$ cat config.mk
export PLATFORM = sky130hd
export DESIGN_NAME = move_rx_framer
export DESIGN_NICKNAME = d
export VERILOG_FILES = /design/src/rtl/move_rx_framer.sv
export SDC_FILE = /design/constraint.sdc
export NUM_CORES = 1
export LEC_CHECK = 0
export CAP_MARGIN = 20
export CORE_MARGIN = 1
export CORE_UTILIZATION = 52
export DETAILED_ROUTE_END_ITERATION = 10
export PLACE_DENSITY = 0.74
export SLEW_MARGIN = 40
export SYNTH_ARGS = -nofsm -noshare
export SYNTH_HDL_FRONTEND = slang
export SYNTH_SLANG_ARGS = --single-unit
$ cat constraint.sdc
create_clock -name clk_in -period 1.7 [get_ports clk_in]
set_clock_uncertainty 0.05 [all_clocks]
set_input_delay 0.34 -clock clk_in [delete_from_list [all_inputs] [get_ports clk_in]]
set_output_delay 0.34 -clock clk_in [all_outputs]
set_load 0.05 [all_outputs]
$ cat src/rtl/move_rx_framer.sv
// move_rx_framer: oversampling UART-style receiver for the move link between
// boards. It synchronises rx, finds the start bit, takes a 2-of-3 vote per
// bit and reports each byte with a one-cycle ready pulse. A bad stop bit
// produces a one-cycle frame_err pulse, and the line must then idle high
// before the next frame is accepted.
module move_rx_framer #(
    parameter int CLK_PER_SAMP = 423,
    parameter int SAMP_PER_BIT = 16,
    parameter int PKT_LEN      = 8
) (
    input  logic               clk_in,
    input  logic               rst_in,
    input  logic               rx,
    output logic [PKT_LEN-1:0] data_out,
    output logic               ready,
    output logic               frame_err,
    output logic               busy
);

    // Counter widths; guarded so that a parameter of 1 still gets a 1-bit counter
    localparam int TW = (CLK_PER_SAMP > 1) ? $clog2(CLK_PER_SAMP) : 1;
    localparam int SW = (SAMP_PER_BIT > 1) ? $clog2(SAMP_PER_BIT) : 1;
    localparam int BW = (PKT_LEN > 1) ? $clog2(PKT_LEN) : 1;

    localparam logic [TW-1:0] TICK_MAX    = TW'(CLK_PER_SAMP - 1);
    localparam logic [SW-1:0] SAMP_MAX    = SW'(SAMP_PER_BIT - 1);
    localparam logic [SW-1:0] SAMP_FIRST  = SW'(7);
    localparam logic [SW-1:0] SAMP_SECOND = SW'(8);
    localparam logic [SW-1:0] SAMP_DECIDE = SW'(9);
    localparam logic [BW-1:0] BIT_MAX     = BW'(PKT_LEN - 1);

    typedef enum logic [2:0] {
        IDLE,
        START,
        DATA,
        STOP,
        BREAK
    } state_t;

    state_t state;

    logic               sync_a;
    logic               sync_b;
    logic               rx_prev;
    logic [TW-1:0]      tick_cnt;
    logic [SW-1:0]      samp_cnt;
    logic [BW-1:0]      bit_cnt;
    logic [SW-1:0]      high_cnt;
    logic               samp7;
    logic               samp8;
    logic [PKT_LEN-1:0] shift_reg;

    logic tick;
    logic fall;
    logic vote;
    logic decide;

    // Tick fires on the last cycle of each oversample period; the vote uses the
    // two stored samples plus the live sample-9 value so the decision is made
    // on the sample-9 tick itself.
    assign tick   = (tick_cnt == TICK_MAX);
    assign fall   = rx_prev & ~sync_b;
    assign vote   = (samp7 & samp8) | (samp7 & sync_b) | (samp8 & sync_b);
    assign decide = tick && (samp_cnt == SAMP_DECIDE);

    // Two-flop synchroniser plus edge-detect history, all resetting to the idle-high line level
    always_ff @(posedge clk_in) begin
        if (!rst_in) begin
            sync_a  <= 1'b1;
            sync_b  <= 1'b1;
            rx_prev <= 1'b1;
        end else begin
            sync_a  <= rx;
            sync_b  <= sync_a;
            rx_prev <= sync_b;
        end
    end

    // Oversample timebase: held at zero while idle so it restarts aligned to each falling edge
    always_ff @(posedge clk_in) begin
        if (!rst_in || state == IDLE) begin
            tick_cnt <= '0;
            samp_cnt <= '0;
        end else if (tick) begin
            tick_cnt <= '0;
            if (samp_cnt == SAMP_MAX) begin
                samp_cnt <= '0;
            end else begin
                samp_cnt <= samp_cnt + 1'b1;
            end
        end else begin
            tick_cnt <= tick_cnt + 1'b1;
        end
    end

    // Capture samples 7 and 8 of the current bit for the majority vote
    always_ff @(posedge clk_in) begin
        if (!rst_in) begin
            samp7 <= 1'b0;
            samp8 <= 1'b0;
        end else if (tick) begin
            if (samp_cnt == SAMP_FIRST) begin
                samp7 <= sync_b;
            end
            if (samp_cnt == SAMP_SECOND) begin
                samp8 <= sync_b;
            end
        end
    end

    // Frame state machine with registered ready/frame_err pulses and busy flag
    always_ff @(posedge clk_in) begin
        if (!rst_in) begin
            state     <= IDLE;
            bit_cnt   <= '0;
            high_cnt  <= '0;
            shift_reg <= '0;
            data_out  <= '0;
            ready     <= 1'b0;
            frame_err <= 1'b0;
            busy      <= 1'b0;
        end else begin
            ready     <= 1'b0;
            frame_err <= 1'b0;
            case (state)
                IDLE: begin
                    busy <= 1'b0;
                    if (fall) begin
                        state   <= START;
                        bit_cnt <= '0;
                        busy    <= 1'b1;
                    end
                end

                START: begin
                    if (decide) begin
                        if (vote) begin
                            state <= IDLE;
                            busy  <= 1'b0;
                        end else begin
                            state   <= DATA;
                            bit_cnt <= '0;
                        end
                    end
                end

                DATA: begin
                    if (decide) begin
                        shift_reg <= {vote, shift_reg[PKT_LEN-1:1]};
                        if (bit_cnt == BIT_MAX) begin
                            state <= STOP;
                        end else begin
                            bit_cnt <= bit_cnt + 1'b1;
                        end
                    end
                end

                STOP: begin
                    if (decide) begin
                        if (vote) begin
                            data_out <= shift_reg;
                            ready    <= 1'b1;
                            state    <= IDLE;
                            busy     <= 1'b0;
                        end else begin
                            frame_err <= 1'b1;
                            high_cnt  <= '0;
                            state     <= BREAK;
                        end
                    end
                end

                BREAK: begin
                    if (tick) begin
                        if (sync_b) begin
                            if (high_cnt == SAMP_MAX) begin
                                state    <= IDLE;
                                busy     <= 1'b0;
                                high_cnt <= '0;
                            end else begin
                                high_cnt <= high_cnt + 1'b1;
                            end
                        end else begin
                            high_cnt <= '0;
                        end
                    end
                end

                default: begin
                    state <= IDLE;
                    busy  <= 1'b0;
                end
            endcase
        end
    end

endmodule

==> results.tsv, run 1 <==
stage	metric	value	unit
run_status	status	finished clean	
grt	initial antenna violation count	0	
floorplanning	CORE AREA	0.00406	mm^2
grt	gr usage total	0.213	
synthesis	largest area contributor in the netlist	dfxtp_1	
floorplanning	DIE AREA	0.00452	mm^2
synthesis	Syn. warnings	0	
floorplanning	Starting Density	0.546	
final_layout	area growth from synthesis to layout	25.0	%
route	wire length per cell	13.1	um
clock_network	CTS Buffer Depth	2	
route	Vias/cell	5.40	
timing	shortest period the worst path allows	1.69	ns
floorplanning	Die Width	67.3	um
final_layout	ANT cells	0	
power	VDD IR max	0.000549	V
clock_network	Root Buffer Master	clkbuf_8	
final_layout	Filler cells	330	
setup_path	Critical Path AT	1.84	ns
final_layout	nets	294	
synthesis	Post-Syn Area	0.00221	mm^2
route	router iterations before antenna repair	4	
setup_path	CP max FO	4	
setup_path	WS Path Type	reg2reg	
synthesis	Synth top area share	0.425	
synthesis	FFs w/ async S/R, synth	0	
final_layout	Finished Core Util	0.682	
synthesis	number of synthesized flops with an enable pin	0	
route	DRC Markers	0	
synthesis	top post-synthesis cells by area	dfxtp_1 (42%), mux2i_1 (6.8%), ha_1 (4.5%)	
synthesis	post-synthesis average cell area	9.11	um^2
grt	largest net degree at the start of global routing	22	
power	P_leak	1.18	nW
route	antenna-violating nets left	0	
min_path	Hold Startpoint	sync_a$_SDFF_PN1_	
final_layout	max reg flops	9	
setup_path	Reg-to-Reg Start	tick_cnt[0]$_SDFF_PP0_	
synthesis	Syn Inst Count	243	
floorplanning	io pins	14	
clock_network	CTS Hold Bufs	0	
grt	total grt overflow	0	
timing	Tcrit/Tclk final	0.997	
route	DRT iter0 DRCs	85	
clock_network	TritonCTS clock tree	done	
setup_path	CP Launch Type	register	
synthesis	Mapped Nets	254	
clock_network	worst skew pair latency	0.30	ns
floorplanning	# rows	23	
setup_path	reg2reg path depth	7	
min_path	hold path depth	1	
grt	first-pass GRT wire length	7220	um
setup_path	endpoint class of the critical path	register	
route	detailed-route via count	1802	
synthesis	sequential share of the synthesized area	0.425	
setup_path	Crit path required time	1.84	ns
timing	RSZ-0062 raised after global routing	yes	
placed_design	routability-driven placement congestion ratio	0.787	
clock_network	Clock transition at path regs	0.09	ns
placed_design	cell count after placement	325	
final_layout	Post-Layout Cell Count	334	
synthesis	most frequent cells after synthesis	dfxtp_1 (47), nor2_1 (20), mux2i_1 (15), nand2_1 (15), nand3_1 (15)	
synthesis	unique cell type count in the Yosys netlist	50	
placed_design	buffers added on ports	13	
synthesis	top-count cell post-synth	dfxtp_1	
timing	# setup viols final	0	
final_layout	share of cells above drive strength 1	0.254	
setup_path	worst reg2reg path endpoint	bit_cnt[0]$_SDFFE_PN0P_	
min_path	worst min-delay path class	reg2reg	
power	pwr dens	747	mW/mm^2
placed_design	post-detail-place hpwl	3150	um
timing	Slew HR	0.720	
synthesis	Synth Flop Type	dfxtp_1	
setup_path	reg2reg setup slack	0.006	ns
timing	FMAX	590	MHz
clock_network	CTS H-tree depth	2	
clock_network	Num Clock Sinks	47	
timing	Slew Limit Fails	0	
timing	Final Hold Fails	0	
route	routed wire length	4380	um
synthesis	flip-flop and latch count after synthesis	47	
clock_network	cts bufs inserted	5	
floorplanning	Die H	67.3	um
grt	vias in the first global route	1709	
timing	Worst Tran Pin Value	0.416	ns
flow_run	max-cap viol count	0	
min_path	Hold EP	sync_b$_SDFF_PN1_	
-- layout by cell type (no fill, tap or decap), drive strengths merged, types with 3 or more instances in the layout --
| master | n |
|---|---|
| dfxtp | 47 |
| buf | 44 |
| nor2 | 20 |
| nand3 | 16 |
| nand2 | 15 |
| mux2i | 15 |
| nor2b | 13 |
| o21ai | 11 |
| a21boi | 9 |
| a21oi | 8 |
| ha | 8 |
| and3 | 7 |
| clkbuf | 6 |
| nor3 | 6 |
| xnor2 | 5 |
| inv | 5 |
| xor2 | 4 |
| nand2b | 4 |
| nor3b | 3 |
| nand3b | 3 |
| nand4 | 3 |
-- through the flow --
stage          area [um^2]  power [mW]  hold slack, ns  TNS [ns]  setup slack [ns]
2_1_floorplan         2210        1.20           0.336         0           0.00267
3_3_place_gp          2570        1.24           0.340         0           0.00700
3_5_place_dp          2570        1.24           0.346    -0.271           -0.0543
4_1_cts               2710        2.08           0.366         0           0.00153
5_1_grt               2770        2.14           0.404    -0.362           -0.0653
6_report              2770        2.07           0.361         0           0.00565
-- where the power goes --
group          switching [mW]  internal, mW
registers             0.00468          1.11
clock network           0.370         0.476
logic                  0.0545        0.0547
total                   0.429          1.64
-- how the worst max path moves through the flow --
stage	startpoint	to	slack, ns	cells after the start
2_1_floorplan	tick_cnt[0]$_SDFF_PP0_	state[1]$_SDFFE_PN0P_	0.003	7
6_report	tick_cnt[0]$_SDFF_PP0_	bit_cnt[0]$_SDFFE_PN0P_	0.006	7
3_5_place_dp	tick_cnt[0]$_SDFF_PP0_	shift_reg[6]$_SDFFE_PN0P_	-0.05	7
3_3_place_gp	rst_in	tick_cnt[5]$_SDFF_PP0_	0.007	4
5_1_grt	bit_cnt[0]$_SDFFE_PN0P_	bit_cnt[2]$_SDFFE_PN0P_	-0.07	6
4_1_cts	sync_b$_SDFF_PN1_	bit_cnt[0]$_SDFFE_PN0P_	0.002	4
-- critical path: stages (launching register included) --
cell	delay (ns)
dfxtp_1	0.31
inv_1	0.05
ha_2	0.17
and4bb_2	0.29
buf_6	0.12
nand3_2	0.08
a221o_1	0.38
mux2i_1	0.14
-- per-layer routing --
metal / wire, um / part of all wire / track usage
met2: 2120 / 0.48 / 0.379
met4: 30 / 0.0068 / 0.0798
met1: 2060 / 0.47 / 0.245
met5: 0 / 0 / 0
met3: 173 / 0.039 / 0.0507
-- logic make-up after synthesis --
group / Yosys count / synth area share
XOR/XNOR: 9 / 0.0356
AO/OA/AOI/OAI: 40 / 0.121
flip-flops: 47 / 0.425
buffers and inverters: 18 / 0.0316
adder cells (fa/ha/maj): 9 / 0.0503
AND/OR/NAND/NOR: 104 / 0.264
multiplexers: 16 / 0.0729
-- repair_timing --
item | in CTS | in global routing
setup buffers | 0 | 1
pin swaps | 0 | 3
gates resized for setup | 8 | 15
endpoints found under the setup margin | 13 | 33
endpoints found under the hold margin | 0 | 0
-- area by class of cell --
type,count,area (um^2),area share
clock inverters,2,35.0,0.0127
well taps,50,62.6,0.0226
inverters,5,18.8,0.00678
clock buffers,6,82.6,0.0298
flip-flops and latches,47,943,0.341
multi-input cells,178,1260,0.457
repair buffers,46,362,0.131
No activity file was read; power rests on OpenSTA's default activity.
==> run 2, diff against run 1 <==
--- a/config.mk
+++ b/config.mk
@@ -7,9 +7,9 @@
 export LEC_CHECK = 0
 export CAP_MARGIN = 20
 export CORE_MARGIN = 1
-export CORE_UTILIZATION = 52
+export CORE_UTILIZATION = 60
 export DETAILED_ROUTE_END_ITERATION = 10
-export PLACE_DENSITY = 0.74
+export PLACE_DENSITY = 0.81
 export SLEW_MARGIN = 40
 export SYNTH_ARGS = -nofsm -noshare
 export SYNTH_HDL_FRONTEND = slang
==> constraint.sdc (replaced) <==
create_clock -name clk_in -period 2.15 [get_ports clk_in]
set_clock_uncertainty 0.05 [all_clocks]
set_input_delay 0.43 -clock clk_in [delete_from_list [all_inputs] [get_ports clk_in]]
set_output_delay 0.43 -clock clk_in [all_outputs]
set_load 0.05 [all_outputs]
==> results.tsv, run 2 (synthesized netlist as in run 1, its figures left out) <==
stage	metric	value	unit	change
setup_path	Critical Path AT	1.48	ns	-0.36 ns
setup_path	endpoint class of the critical path	primary output		
setup_path	worst-path cell chain	clkdlybuf4s50_1		
floorplanning	io pins	14		unchanged
floorplanning	Starting Density	0.643		+0.0976
placed_design	cell count after placement	295		-9.2%
floorplanning	Die H	62.8	um	-6.7%
clock_network	cts bufs inserted	5		unchanged
power	Psw	0.360	mW	-16%
clock_network	worst skew pair latency	0.31	ns	about the same
final_layout	ANT cells	0		unchanged
setup_path	CP Launch Type	register		
power	clock share of power	0.414		+0.005
setup_path	Crit path required time	1.67	ns	-0.17 ns
placed_design	Placed Area	0.00240	mm^2	-6.7%
power	P_leak	1.01	nW	-15%
floorplanning	# rows	21		-8.7%
clock_network	CTS Buffer Depth	2		unchanged
grt	first-pass GRT wire length	7480	um	+3.5%
power	total power	1.62	mW	-22%
timing	FMAX	509	MHz	
setup_path	Setup crit end	busy		
floorplanning	DIE AREA	0.00394	mm^2	-13%
setup_path	crit-path max cell delay	0.81	ns	+0.43 ns
final_layout	Finished Core Util	0.730		+0.0478
final_layout	nets	267		-9.2%
run_status	status	finished clean		
setup_path	slowest cell on the critical path	clkdlybuf4s50_1		
min_path	Hold Startpoint	sync_a$_SDFF_PN1_		
timing	PnR worst setup slack	0.185	ns	+0.180 ns
grt	largest net degree at the start of global routing	26		+18%
timing	setup tns final	0	ns	unchanged
timing	# setup viols final	0		unchanged
clock_network	Post-CTS Resized	0		-8
power	pwr dens	644	mW/mm^2	-14%
final_layout	commonest non-fill, non-tap cell in the layout	dfxtp_1		
timing	Worst Tran Pin Value	0.608	ns	+0.192 ns
power	Internal Power	1.26	mW	-23%
placed_design	routability-driven placement congestion ratio	0.904		+15%
setup_path	reg2reg path depth	6		-1
power	VDD IR max	0.000459	V	-16%
setup_path	Reg-to-Reg Start	tick_cnt[0]$_SDFF_PP0_		
grt	vias in the first global route	1668		-2.4%
placed_design	post-detail-place hpwl	2810	um	-11%
clock_network	setup bufs post-CTS	0		unchanged
route	routed wire length	4130	um	-5.8%
setup_path	CP max FO	4		unchanged
route	antenna-violating nets left	0		unchanged
route	DRT iter0 DRCs	129		+52%
timing	shortest period the worst path allows	1.96	ns	
route	Vias/cell	5.72		+6.1%
setup_path	reg2reg setup slack	0.26	ns	+0.25 ns
timing	Final Hold Fails	0		unchanged
floorplanning	CORE AREA	0.00344	mm^2	-15%
clock_network	TritonCTS clock tree	done		
grt	gr usage total	0.240		+0.0265
final_layout	fin area	0.00251	mm^2	-9.2%
placed_design	buffers added on ports	13		unchanged
clock_network	Num Clock Sinks	47		unchanged
route	router iterations before antenna repair	4		unchanged
timing	Tcrit/Tclk final	0.914		
final_layout	share of cells above drive strength 1	0.0700		-0.183
setup_path	cell family with most CP delay	buffers and inverters		
grt	total grt overflow	0		unchanged
setup_path	Worst path depth	1		-6
clock_network	Root Buffer Master	clkbuf_8		
setup_path	WS Path Type	reg2out		
clock_network	CTS H-tree depth	2		unchanged
setup_path	CP Buf/Inv Count	1		-1
flow_run	max-cap viol count	0		unchanged
setup_path	crit path launch	busy$_SDFFE_PN0P_		
placed_design	worst slack, placed	0.293	ns	+0.347 ns
timing	WHS	0.373	ns	+0.0113 ns
final_layout	max reg flops	9		unchanged
route	DRC Markers	0		unchanged
timing	RSZ-0062 raised after global routing	no		
floorplanning	Die Width	62.8	um	-6.7%
final_layout	Post-Layout Cell Count	303		-9.3%
route	detailed-route via count	1734		-3.8%
min_path	worst min-delay path class	reg2reg		
clock_network	Clock transition at path regs	0.09	ns	about the same
grt	initial antenna violation count	0		unchanged
power	register share of total power	0.549		+0.011
setup_path	worst reg2reg path endpoint	state[1]$_SDFFE_PN0P_		
route	wire length per cell	13.6	um	+3.9%
final_layout	most frequent cells in the layout	dfxtp_1 (47), nor2_1 (20), nand3_1 (15), nand2_1 (15), mux2i_1 (15)		
timing	Slew Limit Fails	0		unchanged
power	share of power burned in combinational logic	0.037		-0.016
power	Sw Share	0.222		+0.0148
timing	Slew HR	0.591		-0.129
final_layout	area growth from synthesis to layout	13.4	%	
clock_network	CTS Hold Bufs	0		unchanged
-- run 2: worst min path at each step --
stage	end	slack, ns	cells past startpoint
after floorplan	sync_b$_SDFF_PN1_	0.34	1
after global placement	sync_b$_SDFF_PN1_	0.36	1
after detailed placement	sync_b$_SDFF_PN1_	0.36	1
after CTS	sync_b$_SDFF_PN1_	0.39	1
after global routing	sync_b$_SDFF_PN1_	0.38	1
final	sync_b$_SDFF_PN1_	0.37	1
-- run 2: layout make-up --
cell class                 count  area (um^2)
clock buffer                   5         68.8
clock inverter                 3         47.5
fill                         261          930
inverter                       5         18.8
multi-input combinational    178         1200
sequential                    47          941
tap                           46         57.6
timing repair buffer          19          175
-- run 2: per-layer routing --
metal	vias to the layer above	track usage	share of wire
met5	-	0	0
met4	0	0.105	0.017
met1	825	0.306	0.49
met2	16	0.393	0.47
li1	885	-	-
met3	8	0.0438	0.021
-- run 2: power groups by stage --
stage	clock [mW]	combinational, mW	sequential, mW
floorplan	0	0.0455	0.904
global placement	0	0.0593	0.908
detailed placement	0	0.0597	0.908
CTS	0.680	0.0601	0.888
global route	0.717	0.0672	0.889
finish	0.670	0.0602	0.888
==> run 3, diff against run 2 <==
--- a/config.mk
+++ b/config.mk
@@ -7,9 +7,10 @@
 export LEC_CHECK = 0
 export CAP_MARGIN = 20
 export CORE_MARGIN = 1
-export CORE_UTILIZATION = 60
+export CORE_UTILIZATION = 58
+export CTS_BUF_LIST = sky130_fd_sc_hd__clkbuf_4 sky130_fd_sc_hd__clkbuf_8 sky130_fd_sc_hd__clkbuf_16
 export DETAILED_ROUTE_END_ITERATION = 10
-export PLACE_DENSITY = 0.81
+export PLACE_DENSITY = 0.78
 export SLEW_MARGIN = 40
 export SYNTH_ARGS = -nofsm -noshare
 export SYNTH_HDL_FRONTEND = slang
==> constraint.sdc (replaced) <==
create_clock -name clk_in -period 2 [get_ports clk_in]
set_clock_uncertainty 0.05 [all_clocks]
set_input_delay 0.4 -clock clk_in [delete_from_list [all_inputs] [get_ports clk_in]]
set_output_delay 0.4 -clock clk_in [all_outputs]
set_load 0.05 [all_outputs]
==> results.tsv, run 3 (synthesized netlist as in run 1, its figures left out) <==
stage	metric	value	unit	change
route	antenna-violating nets left	0		unchanged
route	DRT iter0 DRCs	116		-10%
final_layout	share of cells above drive strength 1	0.0916		+0.0216
timing	setup tns final	0	ns	unchanged
setup_path	Worst path depth	1		unchanged
clock_network	cts bufs inserted	5		unchanged
setup_path	Critical Path AT	1.44	ns	-0.04 ns
grt	gr usage total	0.229		-0.0102
clock_network	Post-CTS Resized	0		unchanged
power	P_leak	1.03	nW	+2.4%
floorplanning	# rows	22		+4.8%
timing	# setup viols final	0		unchanged
final_layout	max reg flops	9		unchanged
setup_path	cell family with most CP delay	buffers and inverters		
clock_network	TritonCTS clock tree	done		
final_layout	most frequent cells in the layout	dfxtp_1 (47), nor2_1 (20), nand3_1 (15), nand2_1 (15), mux2i_1 (15)		
min_path	worst min-delay path class	reg2reg		
final_layout	commonest non-fill, non-tap cell in the layout	dfxtp_1		
run_status	status	finished clean		
clock_network	Clock transition at path regs	0.08	ns	about the same
grt	total grt overflow	0		unchanged
floorplanning	Starting Density	0.605		-0.0385
route	wire length per cell	13.3	um	-2.4%
setup_path	crit-path max cell delay	0.81	ns	about the same
setup_path	Crit path required time	1.55	ns	-0.12 ns
timing	WHS	0.383	ns	+0.0105 ns
clock_network	setup bufs post-CTS	0		unchanged
route	router iterations before antenna repair	4		unchanged
route	routed wire length	4120	um	-0.15%
clock_network	worst skew pair latency	0.30	ns	about the same
setup_path	CP Buf/Inv Count	1		unchanged
setup_path	reg2reg setup slack	0.14	ns	-0.12 ns
grt	first-pass GRT wire length	7340	um	-1.8%
timing	Slew HR	0.544		-0.0466
clock_network	Num Clock Sinks	47		unchanged
final_layout	area growth from synthesis to layout	14.6	%	
timing	Tcrit/Tclk final	0.945		
route	Vias/cell	5.67		-0.85%
timing	Slew Limit Fails	0		unchanged
final_layout	nets	272		+1.9%
floorplanning	DIE AREA	0.00407	mm^2	+3.3%
placed_design	buffers added on ports	13		unchanged
placed_design	routability-driven placement congestion ratio	0.869		-3.8%
placed_design	worst slack, placed	0.146	ns	-0.147 ns
floorplanning	Die H	63.8	um	+1.6%
floorplanning	io pins	14		unchanged
timing	RSZ-0062 raised after global routing	no		
placed_design	post-detail-place hpwl	2900	um	+3.1%
clock_network	Root Buffer Master	clkbuf_8		
setup_path	CP Launch Type	register		
floorplanning	CORE AREA	0.00366	mm^2	+6.4%
clock_network	CTS H-tree depth	2		unchanged
grt	vias in the first global route	1718		+3.0%
min_path	hold path depth	1		unchanged
final_layout	Filler cells	288		+10%
timing	Worst Tran Pin Value	0.666	ns	+0.0579 ns
timing	Final Hold Fails	0		unchanged
setup_path	WS Path Type	reg2out		
flow_run	max-cap viol count	0		unchanged
power	pwr dens	649	mW/mm^2	+0.81%
route	detailed-route via count	1759		+1.4%
floorplanning	Die Width	63.8	um	+1.6%
grt	largest net degree at the start of global routing	20		-23%
clock_network	CTS Buffer Depth	2		unchanged
grt	initial antenna violation count	0		unchanged
route	DRC Markers	0		unchanged
final_layout	ANT cells	0		unchanged
timing	FMAX	529	MHz	
clock_network	CTS Hold Bufs	0		unchanged
setup_path	slowest cell on the critical path	clkdlybuf4s50_1		
power	VDD IR max	0.000540	V	+18%
timing	shortest period the worst path allows	1.89	ns	
setup_path	reg2reg path depth	5		-1
setup_path	endpoint class of the critical path	primary output		
setup_path	CP max FO	2		-2
timing	PnR worst setup slack	0.109	ns	-0.0760 ns
setup_path	worst-path cell chain	clkdlybuf4s50_1		
-- run 3: path summary, 6_finish.rpt --
path | from | endpoint
max | data_out[2]$_SDFFE_PN0P_ | data_out[2]
min | sync_a$_SDFF_PN1_ | sync_b$_SDFF_PN1_
max reg2reg | bit_cnt[0]$_SDFFE_PN0P_ | state[0]$_SDFFE_PN0P_
min reg2reg | sync_a$_SDFF_PN1_ | sync_b$_SDFF_PN1_
-- run 3: through the flow --
stage | power (mW) | instance area, um^2 | cells | util
finish | 1.65 | 2540 | 310 | 0.693
detailed placement | 1.04 | 2430 | 302 | 0.665
global route | 1.72 | 2540 | 310 | 0.693
floorplan | 1.02 | 2210 | 243 | -
global placement | 1.04 | 2430 | 302 | 0.665
CTS | 1.66 | 2540 | 310 | 0.693
-- run 3: area by class of cell --
type	instances	area, um^2	area share
multi-input combinational	178	1200	0.474
timing repair buffer	24	210	0.0828
tap	48	60.1	0.0237
clock buffer	8	104	0.0409
sequential	47	941	0.371
inverter	5	18.8	0.00740
-- run 3: layer usage --
metal	up-vias	routed length [um]	track usage
met5	-	0	0
met4	0	57	0.0994
met3	5	129	0.0607
met2	33	1920	0.394
met1	828	2020	0.266
li1	893	-	-
-- run 3: power by group --
| group | internal, mW | leakage, nW | switching (mW) |
|---|---|---|---|
| Clock | 0.329 | 0.0549 | 0.296 |
| Sequential | 0.942 | 0.379 | 0.0105 |
| Combinational | 0.0345 | 0.596 | 0.0358 |
| Total | 1.31 | 1.03 | 0.342 |
